--- src/rtl/bin2bcd_pkg.sv ---
// Shared types and constants for the sequential binary-to-BCD converter.
package bin2bcd_pkg;

    typedef enum logic [1:0] {
        IDLE   = 2'd0,
        SHIFT  = 2'd1,
        FINISH = 2'd2
    } state_t;

    localparam int         BCD_DIGIT_W = 4;
    localparam logic [3:0] BCD_NINE    = 4'h9;
    localparam logic [3:0] ADD3_THRESH = 4'd5;

    // Bit counter must hold the value W itself, hence W+1 codes.
    function automatic int cnt_width(input int w);
        return $clog2(w + 1);
    endfunction

endpackage

--- src/rtl/bin2bcd_seq_if.sv ---
// Start/busy/done handshake and data bundle for bin2bcd_seq.
interface bin2bcd_seq_if #(
    parameter int W      = 8,
    parameter int DIGITS = 3
);
    logic                  start;
    logic [W-1:0]          bin;
    logic                  busy;
    logic                  done;
    logic [4*DIGITS-1:0]   bcd;
    logic                  ovf;

    modport master (
        output start, bin,
        input  busy, done, bcd, ovf
    );

    modport slave (
        input  start, bin,
        output busy, done, bcd, ovf
    );
endinterface

--- src/rtl/bin2bcd_seq_add3.sv ---
// Double-dabble digit correction: add 3 to a BCD digit of 5 or more (4-bit wrap, no carry out).
module bcd_add3
    import bin2bcd_pkg::*;
(
    input  logic [BCD_DIGIT_W-1:0] digit_i,
    output logic [BCD_DIGIT_W-1:0] digit_o
);

    always_comb begin
        digit_o = digit_i;
        if (digit_i >= ADD3_THRESH) begin
            digit_o = digit_i + 4'd3;
        end
    end

endmodule

--- src/rtl/bin2bcd_seq.sv ---
// Sequential shift-add-3 binary-to-BCD converter, one operand bit per clock.
// Optional macro BIN2BCD_SATURATE_EN: overflowing results saturate to all nines with ovf=1.
//
// state  | meaning
// IDLE   | waiting for start
// SHIFT  | add-3 then shift, one bit per cycle, W cycles
// FINISH | one-cycle done pulse, result registers just updated
module bin2bcd_seq
    import bin2bcd_pkg::*;
#(
    parameter int W      = 8,
    parameter int DIGITS = 3
)
(
    input  logic          clk,
    input  logic          rst,
    bin2bcd_seq_if.slave  bus
);

    localparam int BW = BCD_DIGIT_W * DIGITS;
    localparam int CW = cnt_width(W);

    state_t          state_q, state_d;
    logic [W-1:0]    op_q, op_d, op_shift;
    logic [BW-1:0]   scr_q, scr_d, scr_adj, scr_shift;
    logic [BW-1:0]   bcd_q, bcd_d;
    logic [CW-1:0]   cnt_q, cnt_d;
    logic            last_bit;

`ifdef BIN2BCD_SATURATE_EN
    logic            sticky_q, sticky_d;
    logic            ovf_q, ovf_d;
    logic            ovf_next;
`endif

    for (genvar g = 0; g < DIGITS; g++) begin : g_add3
        bcd_add3 u_add3 (
            .digit_i (scr_q  [g*BCD_DIGIT_W +: BCD_DIGIT_W]),
            .digit_o (scr_adj[g*BCD_DIGIT_W +: BCD_DIGIT_W])
        );
    end

    // Operand MSB moves into scratch bit 0; the scratch MSB falls off the top.
    assign {scr_shift, op_shift} = {scr_adj, op_q} << 1;
    assign last_bit = (cnt_q == CW'(1));

`ifdef BIN2BCD_SATURATE_EN
    assign ovf_next = sticky_q | scr_adj[BW-1];
`endif

    always_comb begin
        state_d  = state_q;
        op_d     = op_q;
        scr_d    = scr_q;
        cnt_d    = cnt_q;
        bcd_d    = bcd_q;
`ifdef BIN2BCD_SATURATE_EN
        sticky_d = sticky_q;
        ovf_d    = ovf_q;
`endif
        case (state_q)
            IDLE, FINISH: begin
                if (bus.start) begin
                    op_d     = bus.bin;
                    scr_d    = '0;
                    cnt_d    = CW'(W);
`ifdef BIN2BCD_SATURATE_EN
                    sticky_d = 1'b0;
`endif
                    state_d  = SHIFT;
                end else if (state_q == FINISH) begin
                    state_d  = IDLE;
                end
            end
            SHIFT: begin
                scr_d    = scr_shift;
                op_d     = op_shift;
                cnt_d    = cnt_q - CW'(1);
`ifdef BIN2BCD_SATURATE_EN
                sticky_d = ovf_next;
`endif
                if (last_bit) begin
                    state_d = FINISH;
`ifdef BIN2BCD_SATURATE_EN
                    ovf_d   = ovf_next;
                    bcd_d   = ovf_next ? {DIGITS{BCD_NINE}} : scr_shift;
`else
                    bcd_d   = scr_shift;
`endif
                end
            end
            default: begin
                state_d = IDLE;
            end
        endcase
    end

    always_ff @(posedge clk or posedge rst) begin
        if (rst) begin
            state_q  <= IDLE;
            op_q     <= '0;
            scr_q    <= '0;
            cnt_q    <= '0;
            bcd_q    <= '0;
`ifdef BIN2BCD_SATURATE_EN
            sticky_q <= 1'b0;
            ovf_q    <= 1'b0;
`endif
        end else begin
            state_q  <= state_d;
            op_q     <= op_d;
            scr_q    <= scr_d;
            cnt_q    <= cnt_d;
            bcd_q    <= bcd_d;
`ifdef BIN2BCD_SATURATE_EN
            sticky_q <= sticky_d;
            ovf_q    <= ovf_d;
`endif
        end
    end

    assign bus.busy = (state_q == SHIFT);
    assign bus.done = (state_q == FINISH);
    assign bus.bcd  = bcd_q;
`ifdef BIN2BCD_SATURATE_EN
    assign bus.ovf  = ovf_q;
`else
    assign bus.ovf  = 1'b0;
`endif

endmodule
--- src/flat_wrapper.sv ---
// flat-port wrapper written by rule: the top's interface ports become plain ports
module bin2bcd_seq_flat import bin2bcd_pkg::*;
#(
    parameter int W      = 8,
    parameter int DIGITS = 3
)
  (clk, rst, bus_start, bus_bin, bus_busy, bus_done, bus_bcd, bus_ovf);
  bin2bcd_seq_if #(.W(W), .DIGITS(DIGITS)) bus_i ();
  input  logic clk;
  input  logic rst;
  input wire logic [$bits(bus_i.start)-1:0] bus_start;
  input wire logic [$bits(bus_i.bin)-1:0] bus_bin;
  output wire logic [$bits(bus_i.busy)-1:0] bus_busy;
  output wire logic [$bits(bus_i.done)-1:0] bus_done;
  output wire logic [$bits(bus_i.bcd)-1:0] bus_bcd;
  output wire logic [$bits(bus_i.ovf)-1:0] bus_ovf;
  assign bus_i.start = bus_start;
  assign bus_i.bin = bus_bin;
  assign bus_busy = bus_i.busy;
  assign bus_done = bus_i.done;
  assign bus_bcd = bus_i.bcd;
  assign bus_ovf = bus_i.ovf;
  bin2bcd_seq #(.W(W), .DIGITS(DIGITS)) u_core (.clk(clk), .rst(rst), .bus(bus_i));
endmodule
--- config.mk ---
export PLATFORM = sky130hd
export DESIGN_NAME = bin2bcd_seq_flat
export DESIGN_NICKNAME = d
export VERILOG_FILES = /design/src/rtl/bin2bcd_pkg.sv /design/src/rtl/bin2bcd_seq_if.sv /design/src/rtl/bin2bcd_seq_add3.sv /design/src/rtl/bin2bcd_seq.sv /design/src/flat_wrapper.sv
export SDC_FILE = /design/constraint.sdc
export NUM_CORES = 1
export LEC_CHECK = 0
export ABC_AREA = 1
export ABC_CLOCK_PERIOD_IN_PS = 2300
export CAP_MARGIN = 20
export CORE_MARGIN = 2
export CORE_UTILIZATION = 56
export DETAILED_ROUTE_END_ITERATION = 10
export MAX_ROUTING_LAYER = met4
export PLACE_DENSITY = 0.81
export SLEW_MARGIN = 5
export SYNTH_ARGS = -nofsm -noshare
export SYNTH_HDL_FRONTEND = slang
export SYNTH_SLANG_ARGS = --single-unit
--- constraint.sdc ---
create_clock -name clk -period 2.3 [get_ports clk]
set_clock_uncertainty 0.2 [all_clocks]
set_input_delay 0.46 -clock clk [delete_from_list [all_inputs] [get_ports clk]]
set_output_delay 0.46 -clock clk [all_outputs]
set_load 0.005 [all_outputs]
# Word-level counts from Yosys, hierarchy flattened
# Cells that the tools add are included.
dict set report word_totals {
  regBits 38
  input_bits 11
  output_inout_bits 15
  wordCells 37
}
dict set report op_classes {
  add_sub_neg 4
  n_lt_le_gt_ge 3
  n_eq_ne 6
  n_mux 13
  reduce_logical 6
}
# op n
set ops {}
lappend ops {{$pmux 12 s2} 1}
lappend ops {{$pmux 8 s2} 1}
lappend ops {{$ge 4x3->1 const B} 3}
lappend ops {{$mux 12} 1}
lappend ops {{$mux 4} 3}
lappend ops {{$add 4x2->4 const B} 2}
lappend ops {{$mux 8} 1}
lappend ops {{$pmux 4 s2} 1}
lappend ops {{$mux 2} 3}
lappend ops {{$reduce_and 2->1} 3}
lappend ops {{$eq 4x1->1 const B} 1}
lappend ops {{$pmux 2 s2} 1}
lappend ops {{$sub 4x1->4 const B} 1}
lappend ops {{$add 3x2->3 const B} 1}
lappend ops {{$mux 3} 1}
lappend ops {{$ne 3x3->1 const B} 1}
lappend ops {{$eq 2x1->1 const B} 1}
lappend ops {{$eq 2x2->1 const B} 1}
lappend ops {{$logic_not 2->1} 1}
lappend ops {{$ne 2x1->1 const B} 1}
lappend ops {{$ne 2x2->1 const B} 1}
lappend ops {{$reduce_bool 2->1} 1}
lappend ops {{$reduce_or 2->1} 1}

# Depth between registers and ports, before layout
dict set report logic_depth {
  depth_word 4
  ltp_mapped 8
  mapped_depth_nobuf 8
}

# Cells and area by module
# From an unflattened synthesis, not the netlist that was laid out.
dict set report unflattened {
  hier_cells 246
  area_unflattened_um2 2072.0
}
# mod n_inst cells_each area_per_inst_um2 seq_area_each_um2
set by_module_without_submodules {}
lappend by_module_without_submodules {bin2bcd_seq 1 177 1666.6 950.9}
lappend by_module_without_submodules {bcd_add3 3 23 135.1 0.0}

# Least setup slack after synthesis
# OpenSTA, ideal clock, no wires.
dict set report synth_path {
  path_type {reg2out}
  from {reg u_core.state_q[1]}
  to {out bus_busy}
  arrival_time_ps 726
  t_required_ps 1640
  path_slack_ps 914
  stages_incl_launch_ff 5
  path_buffers 1
  cell_sequence {dfrtp_1 inv_1 nand2_2 inv_2 buf_2}
}
dict set report synth_between {
  elab_chain_cells 1
}
# item line_no
set synth_rtl {}
lappend synth_rtl {{start, declared} bin2bcd_seq.sv:23} ;# state_t state_q, state_d;
lappend synth_rtl {{start signal, assigned} bin2bcd_seq.sv:110} ;# state_q <= state_d;
lappend synth_rtl {{$eq 2x1->1} bin2bcd_seq.sv:122} ;# assign bus.busy = (state_q == SHIFT);
lappend synth_rtl {{end, declared} flat_wrapper.sv:13} ;# output wire logic [$bits(bus_i.busy)-1:0] bus_busy;
# Every way passes these cells.

# Final worst setup path
# Ends and elaborated chain as after synthesis.

==> reports/summary.txt <==
==============================================================================
Startpoint types                                                      register
Number of setup violations in the final report                               0
Post-synth EDFFs                                                             0
Min-Delay Endpoint                                                u_core.bus.bcd[11]
Total Wirelength                                                      3.737 mm
Worst-path clk slew                                                    0.11 ns
#FFs+latches synth                                                          38
Maximum level of the CTS H-tree                                              2
Maximum clock frequency                                             0.4816 GHz
Max clock buf depth                                                          2
Most numerous cell in the Yosys netlist                                nand2_1
# port buffers                                                              24
Post_cts resized                                                             0
Tightest Hold Check Type                                            reg -> reg
Via count                                                                1,565
Reg2Reg Launch Point                                              u_core.scr_q[0]
Overall routing resource usage                                          24.21%
Clock tree from TritonCTS                                                built
Detailed Routing Iterations Pass 1                                           4
RSZ-0062 raised after global routing                                     false
Share of cells above drive strength 1                                   7.510%
Count of boundary I/O pins                                                  26
Number of filler instances in the final layout                             278
Area fraction of the dominant cell type after synthesis                 51.18%
Summed area of non-filler cells in the final layout               0.002195 mm2
Cells on worst reg2reg path                                                  5
Arrival time reported for the critical path endpoint                   1.42 ns
Critical-path maximum fanout                                                 2
Clock Latency Late Sink                                                0.35 ns
Ys async rst share                                                      100.0%
Max stage delay on crit path                                           0.49 ns
Layout Nets                                                                271
Total cell area at the placement stage                            0.002135 mm2
Placed Cells                                                               289
Number of max-cap violations                                                 0
Syn-to-layout area delta                                                18.11%
Initial Utilization                                                     59.88%
Final global-route overflow total                                            0
Hold path start                                                   u_core.bus.bcd[11]
Area of the core                                                  0.003103 mm2
Sequential cell area fraction in the yosys report                       51.18%
Violation count after the first detailed-route iteration                    65
Synthesis Warnings                                                           0
Top area cells in the synthesized netlist                         dfrtp_1 (51%), nand2_1 (14%), nand3_1 (6.7%)
Power density of the placed cells                                  1438 mW/mm2
Routed wire length per instance                                       12.58 um
Type of destination of the critical path                           output port
Worst reg-to-reg setup slack                                           0.67 ns
TritonCTS buffer count                                                       5
Number of placement rows                                                    20
Routability-driven placement congestion ratio                           0.8245
Cell type contributing the most total cell area after synthesis        dfrtp_1
Design Power                                                        0.003155 W
Mean instance size in the synthesized netlist                        8.332 um2
Drc violations                                                               0
Largest net degree at the start of global routing                           39
Core Util, Final                                                        70.73%
Post-route minimum period                                             2.076 ns
Crit Path Class                                                     reg -> out
Critical Path Slowest Stage Cell                                  clkdlybuf4s50_1
Clock sinks                                                                 38
Post-DP HPWL                                                          2.624 mm
Max-slew violation count                                                     0
First-pass GRT wire length                                            6.334 mm
Distinct cell type count after synthesis                                    19
Hold bufs inserted after CTS                                                 0
Final non-filler cell total                                                297
Total leakage power                                                   1.101 nW
Outcome                                                           finished clean
Die outline height                                                    61.60 um
Antenna violations before repair                                             0
Sum Neg Setup Slack                                                       0 ns
Most common library cells after synthesis                         nand2_1 (68), dfrtp_1 (38), nand3_1 (25)
Die area                                                          0.003795 mm2
Summed instance area of the synthesized netlist                   0.001858 mm2
Number of nets still failing antenna checks after routing                    0
Post-detailed-route via-to-cell ratio                                    5.269
Chip Width                                                            61.60 um
CTS root buf                                                          clkbuf_4
Most common flop cell mapped by yosys                                  dfrtp_1
Crit-path cells                                                   inv_1 -> nand2_2 -> inv_2 -> clkdlybuf4s50_1
Worst ir drop on vdd                                                  760.0 uV
Launch point of the worst path                                    u_core.state_q[1]
CP required                                                            1.64 ns
Part of the cycle the worst path needs                                  90.28%
Total nets after synthesis                                                 242
Antenna cell count                                                           0
Synthesized instance count                                                 223
Final count of hold timing violations                                        0
Crit Reg-Reg Endpoint                                             u_core.bus.bcd[3]
Via count of the first global-routing pass                               1,409
Setup Buffers After CTS                                                      0
Number of instances on the worst hold path                                   2
==============================================================================
==> kinds of logic (layout without fill, tap and decap cells) <==
logic type,count (synthesis),in the layout,synth area share (%)
AO/OA/AOI/OAI,22,22,6.869
adder cells (fa/ha/maj),8,8,5.387
flip-flops,38,38,51.18
other,1,1,0.2018
AND/OR/NAND/NOR,122,122,28.08
buffers and inverters,32,62,8.282
==> where the power goes <==
group	internal [W]	total, W	switching [W]
clock network	0.000148	0.000374	0.000226
registers	0.000987	0.00119	0.000206
logic	0.000665	0.00159	0.000922
total	0.00180	0.00316	0.00135
==> critical path: cells and delay by family (launching register included) <==
kind,cells,cell delay (ns)
buffers and inverters,3,0.63
AND/OR/NAND/NOR,1,0.07
flip-flops,1,0.37
==> state kept, by name (all words and copies together), names as in the netlist <==
| name | cells |
|---|---|
| u_core.cnt_q | 4 |
| u_core.op_q | 8 |
| u_core.state_q | 2 |
| u_core.scr_q | 12 |
| u_core.bus.bcd | 12 |
==> metal layers <==
layer	share of wire [%]	GRT usage [%]	up-vias	routed length [um]
met5	0	-	-	0
met4	1.5	9.422	0	57
met3	5.9	7.353	8	220
met2	45	34.44	44	1674
met1	48	32.51	717	1785
li1	-	-	796	-
==> metrics by stage <==
step	setup WS, ns	hold WS [ns]
floorplan	0.7791	0.2491
global placement	0.4549	0.2548
detailed placement	0.4222	0.2576
CTS	0.2037	0.2842
global route	0.1382	0.3067
finish	0.2235	0.2790
==> cells in the final DEF, fill, tap and decap left out, types with 3 or more instances in the layout <==
master / netlist / routed
inv_1: 22 / 22
clkdlybuf4s50_1: 0 / 24
nor2_1: 12 / 12
buf_4: 2 / 6
nand4_1: 6 / 6
nor3_1: 8 / 8
dfrtp_1: 38 / 38
clkbuf_4: 0 / 5
ha_1: 8 / 8
nand2_1: 68 / 68
o21ai_0: 7 / 7
nand3_1: 25 / 25
o22ai_1: 11 / 11
o21ai_1: 3 / 3
==> cell type report <==
class                           instances  area, um2  share of cell area (%)
Sequential cell                        38      950.9                   43.33
Tap cell                               44      55.05                   2.509
Timing Repair Buffer                   30      285.3                   13.00
Clock inverter                          1      5.005                  0.2281
Inverter                               24      90.09                   4.105
Clock buffer                            7      55.05                   2.509
Multi-Input combinational cell        153      753.2                   34.32
==> how the worst max path moves through the flow <==
stage,endpoint,slack (ns),depth (start not counted)
global route,bus_busy,0.14,4
detailed placement,u_core.scr_q[9],0.42,6
finish,bus_busy,0.22,4
floorplan,u_core.bus.bcd[0],0.78,1
CTS,bus_busy,0.20,4
global placement,u_core.scr_q[6],0.45,6
No activity file was read; power rests on OpenSTA's default activity.
